[src/rtl/ternary_mm_pkg.sv]
// Shared definitions for the ternary MAC array: weight codes, weight decode
// and the readout FSM state type.
package ternary_mm_pkg;

    localparam logic [1:0] W_ZERO = 2'b00;
    localparam logic [1:0] W_POS  = 2'b01;
    localparam logic [1:0] W_NEG  = 2'b10;

    typedef enum logic {
        ACCUM = 1'b0,
        DRAIN = 1'b1
    } state_e;

    // 2'b11 is treated as a second encoding of -1.
    function automatic logic signed [1:0] w_decode(input logic [1:0] w);
        case (w)
            W_POS:        return 2'sd1;
            W_NEG, 2'b11: return -2'sd1;
            default:      return 2'sd0;
        endcase
    endfunction

endpackage

[src/rtl/ternary_mac_cell.sv]
// One ternary accumulator: adds, subtracts or holds the activation when its
// column is enabled; clr zeroes it after the updated value is exposed.
module ternary_mac_cell
    import ternary_mm_pkg::*;
#(
    parameter int ACC_W = 17
) (
    input  logic             clk,
    input  logic             reset,
    input  logic             en,
    input  logic             clr,
    input  logic [1:0]       weight,
    input  logic [ACC_W-1:0] act,
    output logic [ACC_W-1:0] acc_upd
);

    logic [ACC_W-1:0]  acc_q, acc_d;
    logic signed [1:0] wv;

    // acc_upd includes this cycle's beat so a same-cycle snapshot sees it.
    always_comb begin
        wv      = w_decode(weight);
        acc_upd = acc_q;
        if (en && wv == 2'sd1)       acc_upd = acc_q + act;
        else if (en && wv == -2'sd1) acc_upd = acc_q - act;
        acc_d = clr ? '0 : acc_upd;
    end

    always_ff @(posedge clk) begin
        if (reset) acc_q <= '0;
        else       acc_q <= acc_d;
    end

endmodule

[src/rtl/ternary_mac_array.sv]
// ROWS x COLS ternary MAC tile with snapshot-and-drain readout through a
// valid/ready port. Define TERNARY_RELU_EN to honour the relu input.
module ternary_mac_array
    import ternary_mm_pkg::*;
#(
    parameter int ROWS  = 4,
    parameter int COLS  = 2,
    parameter int IN_W  = 8,
    parameter int ACC_W = 17,
    parameter int OUT_W = 8
) (
    input  logic                     clk,
    input  logic                     reset,
    input  logic                     in_valid,
    input  logic [2*ROWS-1:0]        in_weights,
    input  logic [IN_W-1:0]          in_act,
    input  logic                     start_readout,
    input  logic [$clog2(ACC_W)-1:0] out_shift,
    input  logic                     relu,
    output logic                     out_valid,
    input  logic                     out_ready,
    output logic [OUT_W-1:0]         out_data,
    output logic                     busy
);

    localparam int N     = ROWS * COLS;
    localparam int IDX_W = (N > 1) ? $clog2(N) : 1;
    localparam int COL_W = (COLS > 1) ? $clog2(COLS) : 1;
    localparam int SH_W  = $clog2(ACC_W);
    localparam int CMP_W = (ACC_W > OUT_W) ? ACC_W : OUT_W;
    localparam logic [IDX_W-1:0] LAST_IDX = IDX_W'(N - 1);
    localparam logic [COL_W-1:0] LAST_COL = COL_W'(COLS - 1);
    localparam logic signed [CMP_W-1:0] SAT_MAX = CMP_W'((64'sd1 <<< (OUT_W - 1)) - 64'sd1);
    localparam logic signed [CMP_W-1:0] SAT_MIN = ~SAT_MAX;

    state_e                  state_q, state_d;
    logic [COL_W-1:0]        col_q, col_d;
    logic [IDX_W-1:0]        idx_q, idx_d;
    logic [N-1:0][ACC_W-1:0] queue_q, queue_d;
    logic [SH_W-1:0]         shift_q, shift_d;
    logic                    relu_q, relu_d;

    logic signed [ACC_W-1:0] act_ext;
    logic [N-1:0][ACC_W-1:0] acc_upd;
    logic                    take;

    assign act_ext = ACC_W'($signed(in_act));
    assign take    = start_readout && (state_q == ACCUM);

    for (genvar r = 0; r < ROWS; r++) begin : g_row
        for (genvar c = 0; c < COLS; c++) begin : g_col
            ternary_mac_cell #(.ACC_W(ACC_W)) u_cell (
                .clk     (clk),
                .reset   (reset),
                .en      (in_valid && (col_q == COL_W'(c))),
                .clr     (take),
                .weight  (in_weights[2*r +: 2]),
                .act     (act_ext),
                .acc_upd (acc_upd[r*COLS + c])
            );
        end
    end

    always_comb begin
        state_d = state_q;
        col_d   = col_q;
        idx_d   = idx_q;
        queue_d = queue_q;
        shift_d = shift_q;
        relu_d  = relu_q;
        if (in_valid) col_d = (col_q == LAST_COL) ? '0 : col_q + 1'b1;
        case (state_q)
            ACCUM: begin
                if (take) begin
                    queue_d = acc_upd;
                    col_d   = '0;
                    idx_d   = '0;
                    shift_d = out_shift;
                    relu_d  = relu;
                    state_d = DRAIN;
                end
            end
            DRAIN: begin
                if (out_ready) begin
                    if (idx_q == LAST_IDX) begin
                        idx_d   = '0;
                        state_d = ACCUM;
                    end else begin
                        idx_d = idx_q + 1'b1;
                    end
                end
            end
            default: state_d = ACCUM;
        endcase
    end

    always_ff @(posedge clk) begin
        if (reset) begin
            state_q <= ACCUM;
            col_q   <= '0;
            idx_q   <= '0;
            queue_q <= '0;
            shift_q <= '0;
            relu_q  <= 1'b0;
        end else begin
            state_q <= state_d;
            col_q   <= col_d;
            idx_q   <= idx_d;
            queue_q <= queue_d;
            shift_q <= shift_d;
            relu_q  <= relu_d;
        end
    end

    logic signed [ACC_W-1:0] shifted;
    logic signed [CMP_W-1:0] wide;
    logic [OUT_W-1:0]        sat;

    // Saturation compares in a width that holds both ACC_W and OUT_W values.
    always_comb begin
        shifted = $signed(queue_q[idx_q]) >>> shift_q;
        wide    = CMP_W'(shifted);
        if (wide > SAT_MAX)      sat = OUT_W'(SAT_MAX);
        else if (wide < SAT_MIN) sat = OUT_W'(SAT_MIN);
        else                     sat = wide[OUT_W-1:0];
`ifdef TERNARY_RELU_EN
        if (relu_q && shifted < 0) sat = '0;
`endif
    end

`ifndef TERNARY_RELU_EN
    logic unused_relu;
    assign unused_relu = relu_q;
`endif

    assign out_valid = (state_q == DRAIN);
    assign busy      = (state_q == DRAIN);
    assign out_data  = out_valid ? sat : '0;

endmodule

[config.mk]
export PLATFORM = sky130hd
export DESIGN_NAME = ternary_mac_array
export DESIGN_NICKNAME = d
export VERILOG_FILES = /design/src/rtl/ternary_mm_pkg.sv /design/src/rtl/ternary_mac_cell.sv /design/src/rtl/ternary_mac_array.sv
export SDC_FILE = /design/constraint.sdc
export NUM_CORES = 1
export LEC_CHECK = 0
export ABC_AREA = 1
export CORE_UTILIZATION = 50
export DETAILED_ROUTE_END_ITERATION = 16
export PLACE_DENSITY = 0.77
export SYNTH_ARGS = -nofsm -noshare
export SYNTH_HDL_FRONTEND = slang
export SYNTH_SLANG_ARGS = --single-unit
[constraint.sdc]
create_clock -name clk -period 9.29 [get_ports clk]
set_input_delay 1.858 -clock clk [delete_from_list [all_inputs] [get_ports clk]]
set_output_delay 1.858 -clock clk [all_outputs]
set_load 0.005 [all_outputs]
# --- Word-level counts from Yosys, hierarchy flattened ---
# Cells that the tools add are included.
totals:
  output_inout_bits: 10
  regBits: 282
  word_cells: 130
classes:
  shifts: 1
  n_lt_le_gt_ge: 3
  n_reduce_logical: 26
  bitwise_logic: 2
  n_eq_ne: 23
  mux: 37
  addsub: 18
ops:
  columns: ["op", "count"]
  rows:
  - ["2-to-1 mux 17 bit", 17]
  - ["adder 17 bit", 8]
  - ["subtractor 17 bit", 8]
  - ["binary-select mux 17 bit (select 3 bit)", 1]
  - ["equality test 2 bit (second input constant)", 12]
  - ["2-to-1 mux 8 bit", 3]
  - ["logical AND 1 bit", 19]
  - ["greater-than comparator 17 x 8 -> 1 bit (second input constant)", 1]
  - ["less-than comparator 17 x 8 -> 1 bit (second input constant)", 1]
  - [">>> shifter 17 x 5 -> 17 bit", 1]
  - ["equality test 2 x 1 -> 1 bit (second input constant)", 8]
  - ["case mux 2 bit (2 select lines)", 4]
  - ["OR reduction 2 bit", 5]
  - ["2-to-1 mux 3 bit", 3]
  - ["2-to-1 mux 1 bit", 7]
  - ["case mux 3 bit (2 select lines)", 1]
  - ["less-than comparator 3 x 4 -> 1 bit (second input constant)", 1]
  - ["AND reduction 2 bit", 2]
  - ["adder 3 x 1 -> 3 bit (second input constant)", 1]
  - ["equality test 3 bit (second input constant)", 1]
  - ["!= test 2 x 1 -> 1 bit (second input constant)", 1]
  - ["!= test 2 bit (second input constant)", 1]
  - ["inverter 1 bit", 2]
  - ["case mux 1 bit (2 select lines)", 1]
  - ["adder 1 bit (second input constant)", 1]

# --- Logic depth before layout (Yosys ltp) ---
depth:
  ltp_word: 7
  depth_mapped: 21

# --- Cells and area by module ---
# Synthesis repeated with hierarchy kept, for this count alone.
unflattened:
  hier_cells: 5439
  area_unflattened_um2: 31202.4
modules_own_cells:
  columns: ["mod", "area_each_um2", "n_inst", "cells_each", "seq_area_each_um2"]
  rows:
  - ["ternary_mac_cell at g_row[2].g_col[0].u_cell ...", 3027.9, 4, 545, 340.3]
  - ["ternary_mac_cell at g_row[0].g_col[1].u_cell ...", 2961.6, 3, 542, 340.3]
  - ["ternary_mac_array", 7285.7, 1, 1093, 2922.8]
  - ["ternary_mac_cell at g_row[0].g_col[0].u_cell", 2920.3, 1, 540, 340.3]

# --- Least setup slack after synthesis ---
# OpenSTA, ideal clock, no wires.
synth_timing:
  kind: "input to register"
  from: "in in_act[7]"
  to: "reg queue_q[31] (netlist name)"
  stages: 14
  arrival_time_ns: 5.233
  setup_ns: 0.075
  path_slack_ns: 3.982
  n_path_buf: 2
  cell_sequence: "clkbuf_1 -> inv_1 -> ha_1 -> clkbuf_1 -> a21o_1 -> a31oi_1 -> nand3_1 -> a31o_2 -> or2_2 -> nand3_1 -> nand3_1 -> nand2_1 -> inv_1 -> o22ai_1"
synth_between:
  elab_chain_cells: 3
  elab_cells_between_ends: 4
synth_rtl:
  columns: ["element", "line_no", "source"]
  rows:
  - ["from (decl)", "ternary_mac_array.sv:16", "input logic [IN_W-1:0] in_act,"]
  - ["subtractor 17 bit", "ternary_mac_cell.sv:25", "else if (en && wv == -2'sd1) acc_upd = acc_q - act;"]
  - ["2-to-1 mux 17 bit", "ternary_mac_cell.sv:25", null]
  - ["2-to-1 mux 17 bit *", "ternary_mac_cell.sv:24", "if (en && wv == 2'sd1) acc_upd = acc_q + act;"]
  - ["to (signal assigned)", "ternary_mac_array.sv:109", "queue_q <= queue_d;"]
  - ["to (decl)", "ternary_mac_array.sv:39", "logic [N-1:0][ACC_W-1:0] queue_q, queue_d;"]
# Mark *: on every way between the ends. The rest lies on a longest branch, timed or not.
# A chain may end at the register's enable or synchronous reset.

# --- Worst setup path in the final report ---
layout_timing:
  from: "reg idx_q[0]"
  to: "out out_data[0]"
layout_between:
  elab_chain_cells: 7
  elab_cells_between_ends: 8
layout_rtl:
  columns: ["element", "line_no", "source"]
  rows:
  - ["from (decl)", "ternary_mac_array.sv:38", "logic [IDX_W-1:0] idx_q, idx_d;"]
  - ["from (signal assigned)", "ternary_mac_array.sv:108", "idx_q <= idx_d;"]
  - ["binary-select mux 17 bit (select 3 bit) *", "ternary_mac_array.sv:121", "shifted = $signed(queue_q[idx_q]) >>> shift_q;"]
  - ["2-to-1 mux 17 bit (not written as such) *", "ternary_mac_array.sv:121", null]
  - [">>> shifter 17 x 5 -> 17 bit *", "ternary_mac_array.sv:121", null]
  - ["less-than comparator 17 x 8 -> 1 bit", "ternary_mac_array.sv:124", "else if (wide < SAT_MIN) sat = OUT_W'(SAT_MIN);"]
  - ["2-to-1 mux 8 bit", "ternary_mac_array.sv:124", null]
  - ["2-to-1 mux 8 bit *", "ternary_mac_array.sv:123", "if (wide > SAT_MAX) sat = OUT_W'(SAT_MAX);"]
  - ["2-to-1 mux 8 bit *", "ternary_mac_array.sv:138", "assign out_data = out_valid ? sat : '0;"]
  - ["to (decl)", "ternary_mac_array.sv:22", "output logic [OUT_W-1:0] out_data,"]
# Mark *: on every way between the ends. The rest lies on a longest branch, timed or not. The select of a mux whose other input is x is not followed.

==> results.json <==
{
  "outcome": "finished clean",
  "grt_pass1_wl_microns": 115000,
  "vias": 24200,
  "clk_latency_ps": 570,
  "post_dp_cell_area_sq_um": 24700,
  "rows": 80,
  "relSlewSlack_pct": 26.6,
  "tightestPinTransition_ps": 1100,
  "place.gp.congestion": 0.960,
  "syn_nets": 4013,
  "detail_route.wirelength_microns": 71500,
  "multiInputGateArea_sq_um": 16000,
  "hold_depth": 2,
  "area_growth_pct": 7.18,
  "synth_edf_count": 0,
  "worstReg2RegEnd": "queue_q[68]",
  "finClkSkew_ps": 25.7,
  "hold_path_startpoint": "queue_q[98]",
  "crit_buf_inv": 3,
  "layout-drive-gt1-share_pct": 3.45,
  "crit_slowest_cell": "dfxtp_2",
  "leakage_nw": 12.2,
  "fin_crit_sh_pct": 64.9,
  "wl_per_cell_microns": 16.7,
  "cts_made_buffers": 34,
  "seq_area_sq_um": 5650,
  "dieArea_sq_um": 49100,
  "initial_core_util_pct": 50.6,
  "synth_cell_types": 50,
  "cts_max_level": 2,
  "dp_hpwl_microns": 51300,
  "cts.sinks": 282,
  "viasPerCell": 5.66,
  "cts_tree": "done",
  "finalCoreUtilization_pct": 54.2,
  "clk_transition_reported_paths_ps": 60,
  "die_w_microns": 221,
  "clockBufferDepth": 3,
  "ys_ff_latch": 282,
  "cp-end-kind": "output port",
  "ff2ff_path_depth": 8,
  "cts_resized": 0,
  "hold_viol_final": 0,
  "ys_seq_area_share_pct": 23.4,
  "whs_endpoint": "queue_q[98]",
  "die_h_microns": 221,
  "nFillCells": 4714,
  "hp-class": "reg -> reg",
  "grt_pass1_vias": 22200,
  "drt_iter0_drc": 2251,
  "maxSlewViolCount": 0,
  "first_pass_iters": 6,
  "yosysWarnings": 0,
  "grt_overflow": 0,
  "netlist.area_leader.share_pct": 23.4,
  "fmax_mhz": 166,
  "max_stage_delay_ps": 660,
  "layout_common_cells": "nand2_1 (744), inv_1 (436), a21oi_1 (430), nor2_1 (333), o21ai_0 (285)",
  "path_max_fanout": 63,
  "grt_max_degree": 135,
  "rrSetupSlack_ps": 6050,
  "ios": 37,
  "r2r-start": "col_q",
  "ir_drop_mv": 0.114,
  "antenna_found_initial": 0,
  "yosysTopAreaCell": "dfxtp_1",
  "cpMostUsedCell": "nand2_1",
  "cp.arrival_ps": 4170,
  "cts_hold_buf": 0,
  "cp_data_required_time_ps": 7430,
  "yosys_most_used_dff": "dfxtp_1",
  "cp_top_family": "simple AND/OR/NAND/NOR gates",
  "final_nets": 3932,
  "hold_ws_ps": 453,
  "syn_area_sq_um": 24100,
  "synth_area_leaders": "dfxtp_1 (23%), ha_1 (14%), nand2_1 (12%), a21oi_1 (8.9%), inv_1 (6.8%)",
  "drc_errors": 0,
  "final_common_cell": "nand2_1",
  "min_period_ps": 6030,
  "maxCapViolCount": 0,
  "setup_viol": 0,
  "portBuffers": 35,
  "rsz0062_at_grt": "false",
  "crit_type": "reg -> out",
  "syn_inst": 3710,
  "ant_nets": 0,
  "path_cells": "buf_4 > nand2_1 > nand3_1 > nand3_1 > nand2_2 > inv_2 > nand2_2 > nand2_1 > nand2_1 > nand2_1 > nand2_1 > nand2_1 > nor2_1 > nand3_1 > nand2_1 > a21oi_1 > clkdlybuf4s50_1",
  "setup_tns_ps": 0,
  "cts_root_buffer": "clkbuf_16",
  "grt_use_total_pct": 28.5,
  "stdcell_area_sq_um": 25800,
  "cp-start-kind": "register",
  "pwr_density_cell_nw_per_um2": 140,
  "cts_setup_buffers": 0,
  "antenna_cells": 0,
  "synth_area_per_cell_sq_um": 6.49,
  "core_sq_um": 47600,
  "async_flop_share_pct": 0
}
how the worst max path moves through the flow:
stage               startpoint     endpoint  slack, ps  cells after the start
finish                idx_q[0]  out_data[0]       3260                     17
CTS                   idx_q[0]  out_data[0]       3330                     17
global placement     in_act[7]  queue_q[33]       3460                     16
global route          idx_q[0]  out_data[0]       2960                     17
floorplan            in_act[7]  queue_q[31]       3980                     14
detailed placement   in_act[7]  queue_q[33]       3490                     16
per-layer routing:
metal	vias to the layer above	wire [microns]	GRT usage, %	share of wire (%)
li1	12200	-	-	-
met1	11000	33000	40.0	46
met2	863	31000	44.9	43
met3	124	5700	4.32	8.0
met4	0	1890	8.69	2.6
met5	-	0	0	0
cell usage after synthesis (all sizes together), types with 24 or more instances:
cell	number
nor3	29
inv	446
nand2	747
ha	260
o22ai	69
a221oi	26
clkbuf	136
o21ai	343
nand3	222
a21oi	430
o21bai	24
dfxtp	282
a21boi	24
nor2	336
xor2	113
buf	38
final cells by class:
cell class / instances / area share (%)
Multi-Input combinational cell: 2803 / 62.1
Sequential cell: 282 / 21.9
Inverter: 451 / 6.60
Clock buffer: 40 / 3.42
Tap cell: 615 / 2.98
Timing Repair Buffer: 57 / 1.99
Clock inverter: 22 / 1.03
logic make-up (layout without fill, tap and decap cells):
kind of cell             Yosys count  in the layout  share of synthesized area, %
buffers and inverters            625            570                          10.1
adder cells (fa/ha/maj)          276            276                          14.8
AND/OR/NAND/NOR                 1387           1387                          23.7
flip-flops                       282            282                          23.4
XOR/XNOR                         115            115                          4.18
AO/OA/AOI/OAI                   1025           1025                          23.8
state kept, by name, indices dropped and copies added, names as in the netlist:
register,count
busy,1
col_q,1
g_row.g_col.u_cell.acc_q,136
idx_q,3
queue_q,136
shift_q,5
worst reg2reg max path: cells and delay by family, from the launching register on:
kind / cells / cell delay (ps)
fa+ha+maj: 1 / 240
flops: 1 / 330
simple gates: 2 / 1180
compound gates: 2 / 520
buf+inv: 3 / 820
through the flow:
stage	std cells	total power, mW	worst slack [ps]
after floorplan	3710	1.97	3980
after global placement	4208	2.20	3460
after detailed placement	4208	2.21	3490
after CTS	4270	3.61	3330
after global routing	4270	3.79	2960
final	4270	3.61	3260
power breakdown:
part / switching [mW] / internal (mW) / leakage [nW] / total [mW]
clock network: 0.596 / 0.809 / 0.548 / 1.40
registers: 0.0394 / 1.26 / 2.29 / 1.30
logic: 0.618 / 0.290 / 9.35 / 0.909
total: 1.25 / 2.36 / 12.2 / 3.61
Note: power is estimated with default switching activity, not from simulation.
